<file path="src/rtl/apb_master_ctrl.sv">
// -----------------------------------------------------------------------------
// apb_master_ctrl
//
// Single-outstanding APB4 requester. Accepts one command on a valid/ready
// command channel, runs the APB setup/access sequence with a stable bus until
// the slave signals pready, then presents read data and error status on a
// valid/ready response channel. The next command is accepted only after the
// response handshake.
//
// Optional feature macro: APB_MASTER_TIMEOUT_EN
//   defined   : access-phase watchdog. If the slave has not raised pready
//               after TIMEOUT_CYCLES access cycles, the transfer is abandoned
//               and answered with rsp_err=1, rsp_rdata=0.
//   undefined : the access phase waits for pready indefinitely.
//
// Parameters
//   TIMEOUT_CYCLES  access cycles allowed before abort (2..65535)
//
// Ports
//   pclk, presetn          clock, asynchronous active-low reset
//   cmd_valid/cmd_ready    command handshake
//   cmd_write, cmd_addr, cmd_wdata, cmd_wstrb, cmd_prot   command payload
//   rsp_valid/rsp_ready    response handshake
//   rsp_rdata, rsp_err     response payload (rdata is 0 for writes)
//   psel, penable, pwrite, paddr, pprot, pwdata, pwstrb   APB request
//   pready, prdata, pslverr                               APB completion
// -----------------------------------------------------------------------------
module apb_master_ctrl #(
  parameter int unsigned TIMEOUT_CYCLES = 16
) (
  input  logic        pclk,
  input  logic        presetn,
  input  logic        cmd_valid,
  output logic        cmd_ready,
  input  logic        cmd_write,
  input  logic [15:0] cmd_addr,
  input  logic [31:0] cmd_wdata,
  input  logic [3:0]  cmd_wstrb,
  input  logic [2:0]  cmd_prot,
  output logic        rsp_valid,
  input  logic        rsp_ready,
  output logic [31:0] rsp_rdata,
  output logic        rsp_err,
  output logic        psel,
  output logic        penable,
  output logic        pwrite,
  output logic [15:0] paddr,
  output logic [2:0]  pprot,
  output logic [31:0] pwdata,
  output logic [3:0]  pwstrb,
  input  logic        pready,
  input  logic [31:0] prdata,
  input  logic        pslverr
);

  if (TIMEOUT_CYCLES < 2 || TIMEOUT_CYCLES > 65535) begin : g_bad_timeout
    $error("apb_master_ctrl: TIMEOUT_CYCLES must be within 2..65535");
  end

  typedef enum logic [1:0] {
    IDLE   = 2'd0,
    SETUP  = 2'd1,
    ACCESS = 2'd2,
    RESP   = 2'd3
  } state_t;

  state_t state;
  state_t state_next;
  logic   timeout_hit;

`ifdef APB_MASTER_TIMEOUT_EN
  localparam logic [15:0] TIMEOUT_LIMIT = 16'(TIMEOUT_CYCLES - 1);

  // Counts access cycles spent waiting; cleared while in SETUP so it reads
  // zero in the first access cycle.
  logic [15:0] wait_cnt;

  always_ff @(posedge pclk or negedge presetn) begin
    if (!presetn) begin
      wait_cnt <= '0;
    end else if (state == SETUP) begin
      wait_cnt <= '0;
    end else if (state == ACCESS && !pready) begin
      wait_cnt <= wait_cnt + 16'd1;
    end
  end

  // A pready arriving on the limit cycle still completes normally.
  assign timeout_hit = (state == ACCESS) && !pready && (wait_cnt == TIMEOUT_LIMIT);
`else
  assign timeout_hit = 1'b0;
`endif

  // State register
  always_ff @(posedge pclk or negedge presetn) begin
    if (!presetn) begin
      state <= IDLE;
    end else begin
      state <= state_next;
    end
  end

  // Next-state logic
  always_comb begin
    state_next = state;
    case (state)
      IDLE:    if (cmd_valid) state_next = SETUP;
      SETUP:   state_next = ACCESS;
      ACCESS:  if (pready || timeout_hit) state_next = RESP;
      RESP:    if (rsp_ready) state_next = IDLE;
      default: state_next = IDLE;
    endcase
  end

  // Control outputs decode directly from the state register.
  assign cmd_ready = (state == IDLE);
  assign psel      = (state == SETUP) || (state == ACCESS);
  assign penable   = (state == ACCESS);
  assign rsp_valid = (state == RESP);

  // Payload and response registers
  always_ff @(posedge pclk or negedge presetn) begin
    if (!presetn) begin
      pwrite    <= 1'b0;
      paddr     <= '0;
      pprot     <= '0;
      pwdata    <= '0;
      pwstrb    <= '0;
      rsp_rdata <= '0;
      rsp_err   <= 1'b0;
    end else begin
      if (state == IDLE && cmd_valid) begin
        pwrite <= cmd_write;
        paddr  <= cmd_addr;
        pprot  <= cmd_prot;
        pwdata <= cmd_wdata;
        // Reads must present an all-zero strobe on the bus.
        pwstrb <= cmd_write ? cmd_wstrb : 4'b0000;
      end
      if (state == ACCESS) begin
        if (pready) begin
          rsp_rdata <= pwrite ? 32'h0 : prdata;
          rsp_err   <= pslverr;
        end else if (timeout_hit) begin
          rsp_rdata <= 32'h0;
          rsp_err   <= 1'b1;
        end
      end
    end
  end

endmodule

</file>
<file path="config.mk">
export PLATFORM = sky130hd
export DESIGN_NAME = apb_master_ctrl
export DESIGN_NICKNAME = d
export VERILOG_FILES = /design/src/rtl/apb_master_ctrl.sv
export SDC_FILE = /design/constraint.sdc
export NUM_CORES = 1
export LEC_CHECK = 0
export CAP_MARGIN = 0
export CORE_MARGIN = 10
export CORE_UTILIZATION = 35
export CTS_CLUSTER_DIAMETER = 60
export DETAILED_ROUTE_END_ITERATION = 8
export DONT_BUFFER_PORTS = 1
export GPL_TIMING_DRIVEN = 0
export HOLD_SLACK_MARGIN = 0.03
export RECOVER_POWER = 25
export SYNTH_ARGS = -nofsm -noshare
export SYNTH_HDL_FRONTEND = slang
export SYNTH_SLANG_ARGS = --single-unit
export TNS_END_PERCENT = 10
</file>
<file path="constraint.sdc">
create_clock -name pclk -period 1.4 [get_ports pclk]
set_clock_uncertainty 0.05 [all_clocks]
set_input_delay 0.28 -clock pclk [delete_from_list [all_inputs] [get_ports pclk]]
set_output_delay 0.28 -clock pclk [all_outputs]
set_load 0.005 [all_outputs]
</file>
==> results_tabular.tex, run 1 <==
\begin{tabular}{lr}
\hline
Metric & Value \\
\hline
\multicolumn{2}{l}{\textbf{Synth}} \\
Register area share after synthesis & 0.637 \\
Syn\_nets & 379 \\
Main combinational cell family by area after synthesis & multiplexers \\
Leading post-synthesis cells by instance count & 91 x dfrtp\_1, 53 x mux2\_2, 42 x nand2\_1 \\
Mux cell area share after synthesis & 0.173 \\
Fraction of registers with async set or reset after synthesis & 1.00 \\
Synth top area share & 0.637 \\
Leading cell type by number of instances after synthesis & dfrtp\_1 \\
Largest cells by area after synthesis & dfrtp\_1 64\%, mux2\_2 17\%, nand2b\_1 5.6\% \\
Cells after synthesis & 282 \\
Average cell area after synthesis & 12.7 um2 \\
Count of distinct cell types in the synthesized netlist & 14 \\
Primary flip-flop cell chosen by synthesis mapping & dfrtp\_1 \\
Post-synthesis share of cell area spent on xor and xnor gates & 0 \\
Simple-gate share of the synthesized area & 0.101 \\
Number of warnings reported in the yosys synthesis log & 0 \\
Post-synthesis share of cell area spent on full adders, half adders and majority gates & 0.0105 \\
EDFF count, synth & 0 \\
Summed instance area of the synthesized netlist & 3570 um2 \\
Share of the synthesized area in compound gates (AO/OA/AOI/OAI) & 0.0532 \\
Number of storage elements in the synthesis netlist & 91 \\
Dominant cell type by area after synthesis & dfrtp\_1 \\
\multicolumn{2}{l}{\textbf{STA}} \\
Number of failing hold endpoints at the final stage & 91 \\
Maximum achievable frequency & 0.608 GHz \\
Post-layout worst setup margin & -0.244 ns \\
Final setup viols & 76 \\
Worst slew margin & 0.764 \\
Worst-case hold slack & -0.442 ns \\
Slew at the pin with the worst max-slew slack & 0.354 ns \\
Minimum clock period & 1.64 ns \\
Unrepaired setup endpoints after global routing & true \\
Final cycle utilization of the critical path & 1.17 \\
Count of final max-slew check failures & 0 \\
\multicolumn{2}{l}{\textbf{Placed design}} \\
Gpl congestion & 0.738 \\
Port buffer count & 0 \\
Worst slack at placement & -0.402 ns \\
Post-detailed-placement half-perimeter wirelength & 7270 um \\
Area after detailed placement & 3760 um2 \\
\multicolumn{2}{l}{\textbf{Worst setup path}} \\
Worst setup EP type & flop \\
Startpoint Class & flop \\
Arrival time of the worst setup path & 1.83 ns \\
Cell breakdown of the critical path & ha\_4 > a222oi\_1 > buf\_4 > mux2\_1 \\
Critical Path Fanout Max & 4 \\
Cell with the largest stage delay on the worst path & dfrtp\_2 \\
Path type of the worst setup path & flop to flop \\
Highest cell delay on the worst timing path & 0.46 ns \\
Critical path required time & 1.58 ns \\
\multicolumn{2}{l}{\textbf{Power and ir drop}} \\
Total Power Consumption & 10.1 mW \\
Power share of the clock group & 0.186 \\
Combinational share of power & 0.309 \\
Net switching power & 3.34 mW \\
Static leakage & 2.23 nW \\
Power per cell area & 2000 nW/um2 \\
Switching Fraction & 0.330 \\
Internal power & 6.78 mW \\
Worst supply voltage drop on vdd & 800 uV \\
Part of the power in registers & 0.505 \\
\multicolumn{2}{l}{\textbf{CTS}} \\
Number of buffers created by CTS & 9 \\
CTS clock-pin slew for the worst setup and hold paths & 0.09 ns \\
\# clock sinks & 91 \\
Clk\_lat worst skew & 0.35 ns \\
Clock tree from TritonCTS & yes \\
Level count of the clock H-tree & 3 \\
Maximum clock insertion buffer count & 2 \\
Clk Tree Root Cell & clkbuf\_8 \\
\multicolumn{2}{l}{\textbf{Final layout}} \\
Final Cell Area & 5070 um2 \\
Final antenna diode count & 0 \\
Area delta synth->final & 41.9\% \\
Post-Route Utilization & 0.514 \\
Nets@finish & 484 \\
Share of cells above drive strength 1 & 0.238 \\
\multicolumn{2}{l}{\textbf{Hold path}} \\
HP Class & input pin to asynchronous set/reset pin \\
\multicolumn{2}{l}{\textbf{Global route}} \\
Number of antenna violations at the first check in global routing & 0 \\
Combined global-route utilization of all metal layers & 0.139 \\
Number of global-route vias before repair & 2837 \\
Pin count of the biggest net entering global routing & 92 \\
GRT overflow & 0 \\
First-pass GRT wire length & 16000 um \\
\multicolumn{2}{l}{\textbf{Route}} \\
TritonRoute pass-1 iters & 4 \\
Wire length per cell & 20.2 um \\
Drt drc & 0 \\
Remaining number of nets flagged by the antenna check after routing & 0 \\
Number of vias per cell & 4.80 \\
Total number of vias & 2516 \\
First DRT Iteration DRCs & 149 \\
DRT Wirelength & 10600 um \\
\multicolumn{2}{l}{\textbf{Floorplan}} \\
Number of primary I/O pins & 187 \\
Chip width & 121 um \\
Effective utilization at floorplan & 0.362 \\
Number of core rows & 36 \\
Die area & 14600 um2 \\
Die height & 121 um \\
Area of the placeable core & 9860 um2 \\
\multicolumn{2}{l}{\textbf{Outcome}} \\
Status & finished with violations \\
Violations in the final reports & hold timing, setup timing \\
\multicolumn{2}{l}{\textbf{Flow run}} \\
Number of maximum-capacitance constraint violations & 0 \\
\hline
\end{tabular}
[state kept, by name, summed over array words and instances, names as in the netlist]
name and flops:
state 2, rsp_err 1, rsp_rdata 32, pprot 3
pwdata 32, paddr 16, pwrite 1, pwstrb 4
[power by group through the flow]
stage	clock network (mW)	logic, mW	registers, mW
after floorplan	0	2.00	4.68
after global placement	0	2.29	5.16
after detailed placement	0	2.42	5.17
after CTS	1.95	3.00	5.15
after global routing	2.07	3.47	5.27
final	1.88	3.13	5.12
[layout make-up]
class / count / area [um2]
tap: 133 / 166
clock buffer: 10 / 128
timing repair buffer: 94 / 961
sequential: 91 / 2280
buffer: 16 / 178
fill: 855 / 4800
clock inverter: 5 / 78.8
inverter: 5 / 18.8
multi-input combinational: 170 / 1260
[routing by layer]
metal,part of all wire,GRT usage,wire length (um)
met5,0,0,0
met4,0.013,0.0460,134
met2,0.56,0.261,5930
met1,0.33,0.132,3510
met3,0.095,0.0600,1000
[critical path, delay by kind of cell, from the launching register on]
family	cells	cell delay [ns]
mux	1	0.33
flops	1	0.46
fa+ha+maj	1	0.19
buf+inv	1	0.18
compound gates	1	0.32
[per-stage QoR]
| step | instances | setup TNS [ns] |
|---|---|---|
| floorplan | 282 | -2.44 |
| global placement | 415 | -20.24 |
| detailed placement | 415 | -22.84 |
| CTS | 520 | -3.77 |
| global route | 524 | -10.69 |
| finish | 524 | -4.95 |
[what timing repair did]
item,4_1_cts,5_1_grt
cloned,1,2
gates resized for setup,45,6
hold buffers,87,1
buffers inserted,2,1
hold endpoints to repair,179,92
setup endpoints to repair,94,94
pin swaps,3,1
[logic make-up after synthesis]
group	Yosys count
flip-flops	91
AND/OR/NAND/NOR	75
multiplexers	55
AO/OA/AOI/OAI	37
buffers and inverters	21
adder cells (fa/ha/maj)	3
[cells in the final DEF, fill, tap and decap left out, types with 4 or more instances in the layout]
cell type / count
clkbuf_8: 13
dfrtp_1: 90
o21ai_1: 10
buf_4: 4
nand2_1: 41
clkbuf_1: 4
dlygate4sd3_1: 88
mux2_2: 51
nand2b_1: 32
o21ai_0: 26
[worst paths after layout]
check	from	end	slack [ns]	depth (start not counted)
max	state[1]	state[1]	-0.24	4
min	presetn	pwdata[4]	-0.44	0
max reg2reg	state[1]	state[1]	-0.24	4
min reg2reg	rsp_rdata[14]	rsp_rdata[14]	0.46	2
max in group asynchronous	presetn	pwdata[0]	1.61	0
min in group pclk	prdata[18]	rsp_rdata[18]	0.05	2
(Power assumes the default switching activity.)
==> run 2, diff against run 1 <==
--- a/config.mk
+++ b/config.mk
@@ -14,6 +14,7 @@
 export GPL_TIMING_DRIVEN = 0
 export HOLD_SLACK_MARGIN = 0.03
 export RECOVER_POWER = 25
+export SLEW_MARGIN = 25
 export SYNTH_ARGS = -nofsm -noshare
 export SYNTH_HDL_FRONTEND = slang
 export SYNTH_SLANG_ARGS = --single-unit
==> constraint.sdc (replaced) <==
create_clock -name pclk -period 2.09 [get_ports pclk]
set_clock_uncertainty 0.05 [all_clocks]
set_input_delay 0.418 -clock pclk [delete_from_list [all_inputs] [get_ports pclk]]
set_output_delay 0.418 -clock pclk [all_outputs]
set_load 0.005 [all_outputs]
==> run 2 against run 1 <==
  * The run ends with hold timing left
  * Combinational power shrank 50%
  * Clock power shrank 41%
  * Count of clock-buffer cells in the layout grew 1
  * Utilization shrank 12 points
  * Flip-flop and latch count is the same
  * Maximum frequency shrank 8.9%
  * Register-to-register slack gained 0.53 ns
  * Non-clock buffer count shrank 94
  * Routed wire length shrank 13%
  * Final cell count shrank 18%
  * Power shrank 40%
  * Largest power group unchanged
==> results_tabular.tex, run 2 (synthesis results as in run 1) <==
\begin{tabular}{lr}
\hline
Metric & Value \\
\hline
\multicolumn{2}{l}{\textbf{Worst setup path}} \\
Critical Path Fanout Max & 10 (was 4) \\
Highest cell delay on the worst timing path & 0.37 ns (was 0.46 ns) \\
Arrival time of the worst setup path & 1.99 ns (was 1.83 ns) \\
Worst setup EP type & flop (unchanged) \\
Count of buffer and inverter cells on the critical path & 2 (was 1) \\
Startpoint Class & flop (unchanged) \\
Crit path max-delay family & buffers and inverters (was flip-flops) \\
Path type of the worst setup path & flop to flop (unchanged) \\
Critical path required time & 2.28 ns (was 1.58 ns) \\
Cell breakdown of the critical path & inv\_1 > ha\_1 > nand2\_1 > buf\_2 > mux2\_2 (was ha\_4 > a222oi\_1 > buf\_4 > mux2\_1) \\
Cell with the largest stage delay on the worst path & mux2\_2 (was dfrtp\_2) \\
Internal reg-to-reg setup slack & 0.28 ns (was -0.24 ns) \\
\multicolumn{2}{l}{\textbf{Placed design}} \\
Post-detailed-placement half-perimeter wirelength & 7200 um (was 7270 um) \\
Gpl congestion & 0.743 (was 0.738) \\
Port buffer count & 0 (unchanged) \\
Area after detailed placement & 3740 um2 (was 3760 um2) \\
\multicolumn{2}{l}{\textbf{Route}} \\
Drt drc & 0 (unchanged) \\
Number of vias per cell & 4.97 (was 4.80) \\
DRT Wirelength & 9250 um (was 10600 um) \\
Remaining number of nets flagged by the antenna check after routing & 0 (unchanged) \\
First DRT Iteration DRCs & 163 (was 149) \\
TritonRoute pass-1 iters & 4 (unchanged) \\
Total number of vias & 2141 (was 2516) \\
Wire length per cell & 21.5 um (was 20.2 um) \\
\multicolumn{2}{l}{\textbf{Power and ir drop}} \\
Static leakage & 1.74 nW (was 2.23 nW) \\
Worst supply voltage drop on vdd & 523 uV (was 800 uV) \\
Power per cell area & 1540 nW/um2 (was 2000 nW/um2) \\
\multicolumn{2}{l}{\textbf{Outcome}} \\
Violations in the final reports & hold timing (was hold timing, setup timing) \\
Status & finished with violations (unchanged) \\
\multicolumn{2}{l}{\textbf{Global route}} \\
Combined global-route utilization of all metal layers & 0.121 (was 0.139) \\
Pin count of the biggest net entering global routing & 92 (unchanged) \\
GRT overflow & 0 (unchanged) \\
Number of global-route vias before repair & 2330 (was 2837) \\
Number of antenna violations at the first check in global routing & 0 (unchanged) \\
First-pass GRT wire length & 13700 um (was 16000 um) \\
\multicolumn{2}{l}{\textbf{STA}} \\
Number of failing hold endpoints at the final stage & 91 (unchanged) \\
Final TNS setup & 0 ns (was -4.95 ns) \\
Count of final max-slew check failures & 0 (unchanged) \\
Final setup viols & 0 (was 76) \\
Slew at the pin with the worst max-slew slack & 0.485 ns (was 0.354 ns) \\
Unrepaired setup endpoints after global routing & false (was true) \\
Worst-case hold slack & -0.303 ns (was -0.442 ns) \\
Final cycle utilization of the critical path & 0.864 (was 1.17) \\
Minimum clock period & 1.81 ns (was 1.64 ns) \\
Worst slew margin & 0.676 (was 0.764) \\
Maximum achievable frequency & 0.554 GHz (was 0.608 GHz) \\
\multicolumn{2}{l}{\textbf{Final layout}} \\
Most common library cell in the layout ignoring fill and taps & dfrtp\_1 (unchanged) \\
Post-Route Utilization & 0.398 (was 0.514) \\
Count of fill cells added during filler insertion & 955 (was 855) \\
Area delta synth->final & 9.91\% (was 41.9\%) \\
Most frequent cells in the layout & 91 x dfrtp\_1, 53 x mux2\_2, 42 x nand2\_1, 36 x o21ai\_0, 32 x nand2b\_1 (was 90 x dfrtp\_1, 88 x dlygate4sd3\_1, 51 x mux2\_2, 41 x nand2\_1, 32 x nand2b\_1) \\
Storage cell area & 2280 um2 (about the same) \\
Share of cells above drive strength 1 & 0.255 (was 0.238) \\
Top Registers & pwdata (32), rsp\_rdata (32), paddr (16) (unchanged) \\
Final Cell Area & 3930 um2 (was 5070 um2) \\
Final antenna diode count & 0 (unchanged) \\
Nets@finish & 390 (was 484) \\
Area used by multi-input combinational logic & 1210 um2 (was 1260 um2) \\
\multicolumn{2}{l}{\textbf{CTS}} \\
Number of buffers created by CTS & 9 (unchanged) \\
Clock tree from TritonCTS & yes (unchanged) \\
Clk\_lat worst skew & 0.35 ns (about the same) \\
Maximum clock insertion buffer count & 2 (unchanged) \\
Level count of the clock H-tree & 3 (unchanged) \\
CTS clock-pin slew for the worst setup and hold paths & 0.09 ns (about the same) \\
\# clock sinks & 91 (unchanged) \\
Clk Tree Root Cell & clkbuf\_8 (unchanged) \\
\multicolumn{2}{l}{\textbf{Floorplan}} \\
Number of primary I/O pins & 187 (unchanged) \\
Die height & 121 um (unchanged) \\
Number of core rows & 36 (unchanged) \\
Chip width & 121 um (unchanged) \\
Effective utilization at floorplan & 0.362 (unchanged) \\
Area of the placeable core & 9860 um2 (unchanged) \\
Die area & 14600 um2 (unchanged) \\
\multicolumn{2}{l}{\textbf{Hold path}} \\
HP Class & input pin to asynchronous set/reset pin (unchanged) \\
\multicolumn{2}{l}{\textbf{Flow run}} \\
Number of maximum-capacitance constraint violations & 0 (unchanged) \\
\hline
\end{tabular}
-- run 2: final cells by class --
cell class                 instances  share of cell area
buffer                            16              0.0175
clock inverter                     5             0.00924
clock buffer                      11              0.0386
multi-input combinational        170               0.308
tap                              133              0.0424
inverter                           5             0.00478
sequential                        91               0.580
-- run 2: worst reg2reg max path, stage by stage (launching register included) --
cell     delay, ns
dfrtp_1       0.36
inv_1         0.08
ha_1          0.27
nand2_1       0.25
buf_2         0.32
mux2_2        0.37
-- run 2: final timing paths --
path,startpoint,end,cells after the start
worst min register to register,rsp_rdata[2],rsp_rdata[2],2
max in group asynchronous,presetn,rsp_rdata[22],0
worst max register to register,state[0],pwdata[2],5
worst min-delay path,presetn,paddr[7],0
min in group pclk,cmd_write,pwstrb[2],2
worst max-delay path,state[0],pwdata[2],5
-- run 2: layer usage --
metal / vias up / track usage / wire [um]
li1: 956 / - / -
met1: 1064 / 0.119 / 3160
met2: 111 / 0.200 / 4670
met3: 10 / 0.0707 / 1270
met4: 0 / 0.0573 / 158
met5: - / 0 / 0
-- run 2: report_power, final --
group	total, mW	internal, mW	switching (mW)
Sequential	3.38	2.63	0.754
Clock	1.11	0.499	0.612
Combinational	1.56	0.860	0.696
-- run 2: stage by stage --
step | cells | total power [mW] | setup WS [ns]
2_1_floorplan | 282 | 4.45 | 0.508
3_3_place_gp | 415 | 4.95 | 0.290
3_5_place_dp | 415 | 5.06 | 0.240
4_1_cts | 431 | 6.20 | 0.229
5_1_grt | 431 | 6.53 | 0.138
6_report | 431 | 6.05 | 0.285
-- run 2: what timing repair did --
item                                   in CTS  in global routing
endpoints found under the hold margin      91                 91
resized for setup                           0                  0
buffers inserted                            0                  0
==> run 3, diff against run 2 <==
--- a/config.mk
+++ b/config.mk
@@ -8,6 +8,7 @@
 export CAP_MARGIN = 0
 export CORE_MARGIN = 10
 export CORE_UTILIZATION = 35
+export CTS_BUF_LIST = sky130_fd_sc_hd__clkbuf_4 sky130_fd_sc_hd__clkbuf_8
 export CTS_CLUSTER_DIAMETER = 60
 export DETAILED_ROUTE_END_ITERATION = 8
 export DONT_BUFFER_PORTS = 1
==> constraint.sdc (replaced) <==
create_clock -name pclk -period 2 [get_ports pclk]
set_clock_uncertainty 0.05 [all_clocks]
set_input_delay 0.4 -clock pclk [delete_from_list [all_inputs] [get_ports pclk]]
set_output_delay 0.4 -clock pclk [all_outputs]
set_load 0.005 [all_outputs]
==> results of run 3 <==
Same layout as run 2 (identical final DEF). Status: finished with violations: hold timing.
Among the figures that moved: setup slack after placement 0.240 ns -> 0.150 ns; setup slack after layout 0.285 ns -> 0.195 ns; hold slack -0.303 ns -> -0.321 ns; register-to-register setup slack 0.28 ns -> 0.19 ns; total power 6.05 mW -> 6.32 mW; worst IR drop on VDD 523 uV -> 547 uV
==> patch: new RTL, flow settings as in run 1 <==
Register the output `rsp_err` once more, with the module's reset; this adds one clock of latency there. The other outputs are not delayed to match.
--- a/src/rtl/apb_master_ctrl.sv
+++ b/src/rtl/apb_master_ctrl.sv
@@ -53,4 +53,6 @@
   input  logic        pslverr
 );
+
+  logic rsp_err_s0;
 
   if (TIMEOUT_CYCLES < 2 || TIMEOUT_CYCLES > 65535) begin : g_bad_timeout
@@ -128,5 +130,5 @@
       pwstrb    <= '0;
       rsp_rdata <= '0;
-      rsp_err   <= 1'b0;
+      rsp_err_s0 <= 1'b0;
     end else begin
       if (state == IDLE && cmd_valid) begin
@@ -141,8 +143,8 @@
         if (pready) begin
           rsp_rdata <= pwrite ? 32'h0 : prdata;
-          rsp_err   <= pslverr;
+          rsp_err_s0 <= pslverr;
         end else if (timeout_hit) begin
           rsp_rdata <= 32'h0;
-          rsp_err   <= 1'b1;
+          rsp_err_s0 <= 1'b1;
         end
       end
@@ -150,4 +152,12 @@
   end
 
+  always_ff @(posedge pclk or negedge presetn) begin
+    if (!presetn) begin
+      rsp_err <= '0;
+    end else begin
+      rsp_err <= rsp_err_s0;
+    end
+  end
+
 endmodule
 
Formal check against the unedited RTL: not equivalent (Yosys sat finds a counterexample within 4 cycles, from zero or initial values and one cycle with presetn low).
==> patch against run 1 <==
The run still ends with hold timing, setup timing left. Setup slack worse by 0.033 ns. Synthesized area up 0.70%. Final area up 1.0%. Power up 1.4%. Global-route usage up 0.23 points. Die area up 0.59%. Non-clock buffer count down 1. Routed wire length down 0.13%. Worst hold slack better by 0.00092 ns. Synthesized cell count up 0.35%. Sequential cell count up 1. Largest cell class unchanged. Largest power group unchanged.
==> patch: results (changes against run 1) <==
metric,value,unit,change
synth_area_leaders,"dfrtp_1, mux2_2, nand2b_1, o21ai_0, nand2_1",,unchanged
finalHoldViolations,92,,was 91
final.fill_count,836,,was 855
status,finished with violations,,unchanged
placement.cell_area,0.00378,mm^2,was 0.00376 mm^2
antenna_found_initial,1,,was 0
p_leak,2.24,nW,was 2.23 nW
synth.net_count,380,,was 379
met2_length,5860,um,was 5930 um
cts-buffers-inserted,9,,unchanged
fin_setup_tns,-4.33,ns,was -4.95 ns
grt_max_degree,93,,was 92
dpl_worst_slack,-0.325,ns,was -0.402 ns
power.ir.vdd_worst,1.08,mV,was 0.800 mV
failed_checks,"hold timing, setup timing",,unchanged
top_layer,met4,,unchanged
synthTopCellsByCount,"dfrtp_1, mux2_2, nand2_1",,unchanged
routedLengthMet1,3510,um,about the same
worst_slew_pin_slew,0.337,ns,was 0.354 ns
reg2regPathDepth,4,,unchanged
dp.cells,416,,was 415
use_met1,14.3,%,was 13.2%
post_route_cells_drive_above_1_share,24.0,%,was 23.8%
cts.hold.buffers_added,89,,was 87
routed_via_density,4.70,,was 4.80
switchingPower,3.35,mW,was 3.34 mW
wl_per_cell,20.1,um,was 20.2 um
final.hold.worst_slack,-0.441,ns,was -0.442 ns
global_route.usage.total,14.1,%,was 13.9%
rr_startpoint,state[1],,unchanged
grt_pass1_wl,16200,um,was 16000 um
met3_length,1000,um,about the same
gr-usage-met3,5.63,%,was 6.00%
synthesized_area_divided_by_synthesized_cell_count,12.7,um^2,about the same
clockPowerShare,19.1,%,was 18.6%
setup_ws,-0.277,ns,was -0.244 ns
finish_stage_setup_viols,57,,was 76
gp_congestion,0.741,,was 0.738
met2_usage,24.9,%,was 26.1%
yosysSeqAreaShare,64.0,%,was 63.7%
detailedPlacementHpwl,7190,um,was 7270 um
detailroute.via_count,2473,,was 2516
first_global_vias,2844,,was 2837
first_iter_violations,112,,was 149
-- patch: final cells by class --
class / instances / area, um^2 / area share, %
plain buffers: 16 / 189 / 3.69
inverters: 5 / 18.8 / 0.367
well taps: 133 / 166 / 3.25
repair buffers: 93 / 958 / 18.7
flip-flops and latches: 92 / 2300 / 45.0
clock buffers: 12 / 145 / 2.84
clock inverters: 4 / 72.6 / 1.42
diodes: 1 / 2.50 / 0.0489
multi-input cells: 170 / 1260 / 24.7
-- patch: worst max-delay path, stage by stage, from the launching register on --
cell and delay, ns:
dfrtp_2 0.46, ha_4 0.19, a222oi_1 0.37, buf_4 0.19, mux2_4 0.30
-- patch: cells by family after synthesis --
kind of cell	synth area share, %
DFF	64.0
and+or+nand+nor	10.1
muxes	17.2
AOI/OAI and AO/OA	5.29
buffers and inverters	2.43
adders and majority gates	1.04
-- patch: timing repair --
action | CTS | global route
gates resized for setup | 43 | 20
setup endpoints to repair | 94 | 92
hold endpoints to repair | 181 | 92
cloned | 1 | 1
setup buffers | 1 | 1
pin swaps | 3 | 4
-- patch: stage by stage --
stage | hold WS, ns | total power [mW] | util, %
2_1_floorplan | -0.0656 | 6.72 | -
5_1_grt | -0.473 | 11.0 | 51.7
3_3_place_gp | -0.0628 | 7.48 | 38.2
4_1_cts | -0.466 | 10.2 | 51.0
3_5_place_dp | -0.0626 | 7.63 | 38.2
6_report | -0.441 | 10.3 | 51.7
-- patch: worst max path at each step --
stage,to,slack [ns],from
finish,state[1],-0.28,state[1]
global route,state[1],-0.32,state[0]
CTS,state[1],-0.16,state[0]
detailed placement,pwdata[31],-0.32,state[1]
global placement,pwrite,-0.29,state[0]
floorplan,state[1],-0.15,state[1]
